### src/rtl/emu_host_sequencer.sv
// Host-side sequencer for an emulated DUT: collects stimulus bytes, writes them into the wrapper,
// pulses the DUT clock, reads the outputs back and streams them to the host. Option: EMU_MONITOR_EN adds led_emu.
module emu_host_sequencer #(
  parameter int NUM_STIM = 8,
  parameter int NUM_OUT  = 8,
  parameter int DUT_HOLD = 2
) (
  input  logic       clk_emu,
  input  logic       rst_emu,
  input  logic [7:0] s_data,
  input  logic       s_valid,
  output logic       s_ready,
  output logic [7:0] m_data,
  output logic       m_valid,
  input  logic       m_ready,
  output logic [7:0] Din_emu,
  output logic [2:0] Addr_emu,
  output logic       load_emu,
  output logic       get_emu,
  output logic       clk_dut,
  input  logic [7:0] Dout_emu,
  output logic       busy
`ifdef EMU_MONITOR_EN
  ,
  output logic       led_emu
`endif
);

  typedef enum logic [3:0] {
    IDLE   = 4'd0,
    RECV   = 4'd1,
    WRITE  = 4'd2,
    LOAD   = 4'd3,
    CLK_HI = 4'd4,
    CLK_LO = 4'd5,
    GET    = 4'd6,
    READ   = 4'd7,
    SEND   = 4'd8
  } state_t;

  localparam logic [3:0] LAST_STIM = 4'(NUM_STIM - 1);
  localparam logic [3:0] LAST_OUT  = 4'(NUM_OUT - 1);
  localparam logic [3:0] LAST_HOLD = 4'(DUT_HOLD - 1);
  localparam logic [3:0] READ_END  = 4'(NUM_OUT);

  state_t     state;
  logic [3:0] cnt;
  logic [3:0] cnt_next;
  logic [3:0] cnt_prev;
  logic [7:0] stim_buf [0:7];
  logic [7:0] out_buf  [0:7];

  assign cnt_next = cnt + 4'd1;
  assign cnt_prev = cnt - 4'd1;

  // Addresses beyond the stimulus array read as zero so the wrapper copy stays consistent.
  function automatic logic [7:0] stim_at(input logic [3:0] idx);
    if (idx < 4'(NUM_STIM)) begin
      return stim_buf[idx[2:0]];
    end else begin
      return 8'h00;
    end
  endfunction

  // Main sequencer FSM; every output is registered and updated with its state transition.
  always_ff @(posedge clk_emu) begin
    if (rst_emu) begin
      state    <= IDLE;
      cnt      <= 4'd0;
      s_ready  <= 1'b1;
      m_valid  <= 1'b0;
      m_data   <= 8'h00;
      Din_emu  <= 8'h00;
      Addr_emu <= 3'd0;
      load_emu <= 1'b0;
      get_emu  <= 1'b0;
      clk_dut  <= 1'b0;
      busy     <= 1'b0;
`ifdef EMU_MONITOR_EN
      led_emu  <= 1'b0;
`endif
      for (int i = 0; i < 8; i++) begin
        stim_buf[i] <= 8'h00;
        out_buf[i]  <= 8'h00;
      end
    end else begin
      case (state)
        IDLE: begin
          if (s_valid) begin
            stim_buf[0] <= s_data;
            Din_emu     <= s_data;
            busy        <= 1'b1;
            if (NUM_STIM == 1) begin
              state   <= WRITE;
              s_ready <= 1'b0;
              cnt     <= 4'd0;
            end else begin
              state <= RECV;
              cnt   <= 4'd1;
            end
          end
        end
        RECV: begin
          if (s_valid) begin
            stim_buf[cnt[2:0]] <= s_data;
            if (cnt == LAST_STIM) begin
              state   <= WRITE;
              s_ready <= 1'b0;
              cnt     <= 4'd0;
            end else begin
              cnt <= cnt_next;
            end
          end
        end
        WRITE: begin
          if (cnt == LAST_STIM) begin
            state    <= LOAD;
            load_emu <= 1'b1;
            Addr_emu <= 3'd0;
            Din_emu  <= stim_buf[0];
            cnt      <= 4'd0;
          end else begin
            cnt      <= cnt_next;
            Addr_emu <= cnt_next[2:0];
            Din_emu  <= stim_at(cnt_next);
          end
        end
        LOAD: begin
          state    <= CLK_HI;
          load_emu <= 1'b0;
          clk_dut  <= 1'b1;
          cnt      <= 4'd0;
        end
        CLK_HI: begin
          if (cnt == LAST_HOLD) begin
            state   <= CLK_LO;
            clk_dut <= 1'b0;
            cnt     <= 4'd0;
          end else begin
            cnt <= cnt_next;
          end
        end
        CLK_LO: begin
          if (cnt == LAST_HOLD) begin
            state   <= GET;
            get_emu <= 1'b1;
            cnt     <= 4'd0;
          end else begin
            cnt <= cnt_next;
          end
        end
        GET: begin
          state    <= READ;
          get_emu  <= 1'b0;
          Addr_emu <= 3'd0;
          Din_emu  <= stim_buf[0];
          cnt      <= 4'd0;
        end
        READ: begin
          // Dout_emu lags Addr_emu by one cycle, so slot cnt-1 is captured while cnt is addressed.
          if (cnt != 4'd0) begin
            out_buf[cnt_prev[2:0]] <= Dout_emu;
          end
          if (cnt == READ_END) begin
            state    <= SEND;
            m_valid  <= 1'b1;
            m_data   <= (NUM_OUT == 1) ? Dout_emu : out_buf[0];
            Addr_emu <= 3'd0;
            Din_emu  <= stim_buf[0];
            cnt      <= 4'd0;
          end else begin
            cnt <= cnt_next;
            if (cnt < LAST_OUT) begin
              Addr_emu <= cnt_next[2:0];
              Din_emu  <= stim_at(cnt_next);
            end
          end
        end
        SEND: begin
          if (m_ready) begin
            if (cnt == LAST_OUT) begin
              state   <= IDLE;
              m_valid <= 1'b0;
              m_data  <= 8'h00;
              s_ready <= 1'b1;
              busy    <= 1'b0;
              cnt     <= 4'd0;
`ifdef EMU_MONITOR_EN
              led_emu <= ~led_emu;
`endif
            end else begin
              cnt    <= cnt_next;
              m_data <= out_buf[cnt_next[2:0]];
            end
          end
        end
        default: begin
          state    <= IDLE;
          cnt      <= 4'd0;
          s_ready  <= 1'b1;
          m_valid  <= 1'b0;
          load_emu <= 1'b0;
          get_emu  <= 1'b0;
          clk_dut  <= 1'b0;
          busy     <= 1'b0;
        end
      endcase
    end
  end

endmodule

### config.mk
export PLATFORM = sky130hd
export DESIGN_NAME = emu_host_sequencer
export DESIGN_NICKNAME = d
export VERILOG_FILES = /design/src/rtl/emu_host_sequencer.sv
export SDC_FILE = /design/constraint.sdc
export NUM_CORES = 1
export LEC_CHECK = 0
export ABC_AREA = 0
export CAP_MARGIN = 20
export CORE_MARGIN = 2
export CORE_UTILIZATION = 30
export DETAILED_ROUTE_END_ITERATION = 8
export HOLD_SLACK_MARGIN = 0.08
export RECOVER_POWER = 25
export REMOVE_ABC_BUFFERS = 1
export SLEW_MARGIN = 20
export SYNTH_ARGS = -nofsm -noshare
export SYNTH_HDL_FRONTEND = slang
export SYNTH_SLANG_ARGS = --single-unit
### constraint.sdc
create_clock -name clk_emu -period 5.2 [get_ports clk_emu]
set_input_delay 0.78 -clock clk_emu [delete_from_list [all_inputs] [get_ports clk_emu]]
set_output_delay 0.78 -clock clk_emu [all_outputs]
set_load 0.02 [all_outputs]
==> impl_metrics.csv <==
group,metric,value,unit
floorplanning,die_w,164.8,um
synthesis,ys.flop_type,"edfxtp_1",
critical_path,cp_max_fo,37,
global_routing,grt_pass1_vias,4788,
critical_path,start_kind,"input port",
timing,slew_headroom,-29.39,%
timing,clock.fmax,244.6,MHz
global_routing,grt_use_total,13.73,%
routing,ant_nets,0,
critical_path,cp_data_required_time,5.30,ns
critical_path,path_class,"input port to register",
timing,slew_violations,38,
clocking,cts_inserted_buffers,17,
min_path,min_path_cells,2,
min_path,min_path_type,"register to register",
critical_path,r2r_start,"cnt[0]$_SDFFE_PP0P_",
floorplanning,dieArea,0.02715,mm2
layout,antenna_cells,0,
pwr,internal_power,2558,uW
timing,finalSetupTns,0,ns
timing,worstMarginPinSlew,1.941,ns
critical_path,rr_endpoint,"m_data[5]$_SDFFE_PP0P_",
min_path,hold_start,"Addr_emu[2]$_SDFFE_PP0P_",
clocking,cts_resized,0,
synthesis,syn-cell-area,0.007755,mm2
outcome,violations,"capacitance limit, slew limit",
clocking,cts_buffer_depth,2,
routing,via_count,4871,
critical_path,crit_arrival,4.19,ns
routing,wl_per_cell,17.84,um
pwr,seqPwrFrac,43.3,%
pwr,ir_worst_vdd,263.4,uV
routing,via_per_inst,4.876,
global_routing,grt_pass1_wl,27.84,mm
placement,place_congestion,0.7562,
synthesis,ys_ff_latch,161,
timing,post-route-min-period,4.089,ns
routing,drc_errors,0,
critical_path,r2r_cells,9,
synthesis,yosysSeqAreaShare,58.08,%
timing,hold_violations,0,
layout,nFillCells,2460,
timing,setup_viol,0,
synthesis,synth_edf_count,128,
placement,io_buffer_count,44,
synthesis,synth.avg_cell_area,12.63,um2
min_path,hold-path-endpoint,"Addr_emu[2]$_SDFFE_PP0P_",
clocking,cts_hold_buf,0,
routing,dr.pass1.iters,4,
global_routing,grt_max_degree,38,
timing,fin_crit_sh,78.63,%
synthesis,yosysWarnings,0,
pwr,powerDensity,392.3,mW/mm2
pwr,combinationalPowerShare,20.9,%
job,cap_violations,1,
synthesis,yosysUniqueCellTypes,56,
floorplanning,core-area,0.02525,mm2
layout,layout.nets,679,
pwr,leakagePower,0.003238,uW
clocking,clkSinkCount,161,
floorplanning,die_y,164.8,um
clocking,cts_tree,"built",
clocking,clock_latency,0.43,ns
timing,fin_ws,1.111,ns
global_routing,grt.overflow.total,0,
routing,drt-total-wl,17.83,mm
placement,place_ws,1.776,ns
pwr,swShare,28.68,%
clocking,cts_setup_buffers,0,
clocking,htree_levels,4,
pwr,netSwitchingPower,1029,uW
critical_path,reg2reg_slack,1.42,ns
layout,drive_gt1_share,13.15,%
routing,drt_iter0_markers,381,
pwr,p_total,3587,uW
layout,syn_to_final_growth,17.91,%
synthesis,ys_async_sr_fraction,0,%
timing,clock_skew,0.009559,ns
floorplanning,start_util,30.71,%
placement,hpwl,12.11,mm
floorplanning,io-pin-count,45,
timing,grt_setup_unrepaired,"false",
pwr,clkPwrFrac,35.9,%
synthesis,synthCells,614,
floorplanning,rows,58,
critical_path,cp-end-kind,"register",
outcome,status,"finished, violations left",
clocking,clkTransAtPathRegs,0.07,ns
global_routing,antenna_found_initial,0,
clocking,root_buffer,"clkbuf_16",
-- layout by cell type, fill, tap and decap left out, drive strengths merged, types with 15 or more instances in the layout --
cell type	instances
clkbuf	24
and2	130
clkdlybuf4s50	18
nor2	32
nand2	33
a21oi	28
dfxtp	33
mux4	32
edfxtp	128
nor3	15
inv	21
dlygate4sd3	26
-- layout make-up --
class	count	area (um2)	area share [%]
sequential	161	4504	49.26
multi-input combinational	404	3048	33.33
timing repair buffer	56	508.0	5.556
clock buffer	18	439.2	4.803
tap	330	412.9	4.516
clock inverter	14	171.4	1.875
inverter	16	60.06	0.6568
-- synthesized netlist by cell type, types with 9 or more instances --
library cell / instances / area, um2
and2_1: 130 / 813.3
edfxtp_1: 128 / 3844
dfxtp_1: 33 / 660.6
nand2_1: 33 / 123.9
mux4_2: 32 / 720.7
nor2_1: 32 / 120.1
a21oi_1: 26 / 130.1
buf_2: 15 / 75.07
clkbuf_1: 15 / 56.30
inv_1: 15 / 56.30
nor3_1: 15 / 75.07
o21ai_0: 13 / 65.06
a211oi_1: 10 / 75.07
mux2i_1: 10 / 100.1
o21a_1: 10 / 75.07
a22o_1: 9 / 78.83
-- cell families (layout without fill, tap and decap cells) --
kind of cell             count (synthesis)  count (layout)  synth area share (%)
adder cells (fa/ha/maj)                  4               4                0.6132
buffers and inverters                   49             104                 2.710
multiplexers                            42              42                 10.58
AO/OA/AOI/OAI                           94              94                 8.277
AND/OR/NAND/NOR                        259             259                 19.17
XOR/XNOR                                 5               5                0.5648
flip-flops                             161             161                 58.08
-- worst max-delay path, cell delays in order --
cell           delay (ns)
dlygate4sd3_1        0.52
clkbuf_1             1.38
inv_1                0.69
nand3_1              0.38
o21ai_0              0.11
clkbuf_1             0.31
-- sequential cells by signal (all words and copies together), names as in the netlist --
signal / flops
cnt: 4
Din_emu: 8
out_buf: 64
stim_buf: 64
state: 4
clk_dut: 1
load_emu: 1
busy: 1
Addr_emu: 3
m_valid: 1
s_ready: 1
m_data: 8
get_emu: 1
-- worst max-delay path by stage --
stage / start / endpoint / depth (start not counted)
after global placement: s_valid / stim_buf[4][5]$_SDFFCE_PN0P_ / 4
after CTS: cnt[0]$_SDFFE_PP0P_ / out_buf[3][3]$_SDFFCE_PN0P_ / 6
final: rst_emu / stim_buf[1][7]$_SDFFCE_PN0P_ / 6
after global routing: rst_emu / stim_buf[6][0]$_SDFFCE_PN0P_ / 6
after detailed placement: s_valid / stim_buf[4][7]$_SDFFCE_PN0P_ / 4
after floorplan: cnt[0]$_SDFFE_PP0P_ / out_buf[0][0]$_SDFFCE_PN0P_ / 4
-- layer usage --
layer | track usage (%) | up-vias | wire length (um)
li1 | - | 2350 | -
met3 | 2.461 | 19 | 561
met5 | 0 | - | 0
met2 | 22.19 | 91 | 8839
met4 | 4.743 | 0 | 259
met1 | 18.63 | 2411 | 8165
-- power groups by stage --
stage	Clock, uW	Combinational, uW	Sequential [uW]
finish	1290	748	1550
global route	1360	821	1570
CTS	1310	771	1550
detailed placement	0	767	1580
global placement	0	759	1580
floorplan	0	497	1610
-- metrics by stage --
stage / hold slack [ns] / area, um2 / utilization [%] / instances
floorplan: 0.5241 / 7605 / - / 581
global placement: 0.4497 / 8558 / 33.89 / 967
detailed placement: 0.4468 / 8558 / 33.89 / 967
CTS: 0.4562 / 9169 / 36.31 / 999
global route: 0.4844 / 9144 / 36.21 / 999
finish: 0.4491 / 9144 / 36.21 / 999
(Power assumes the default switching activity.)
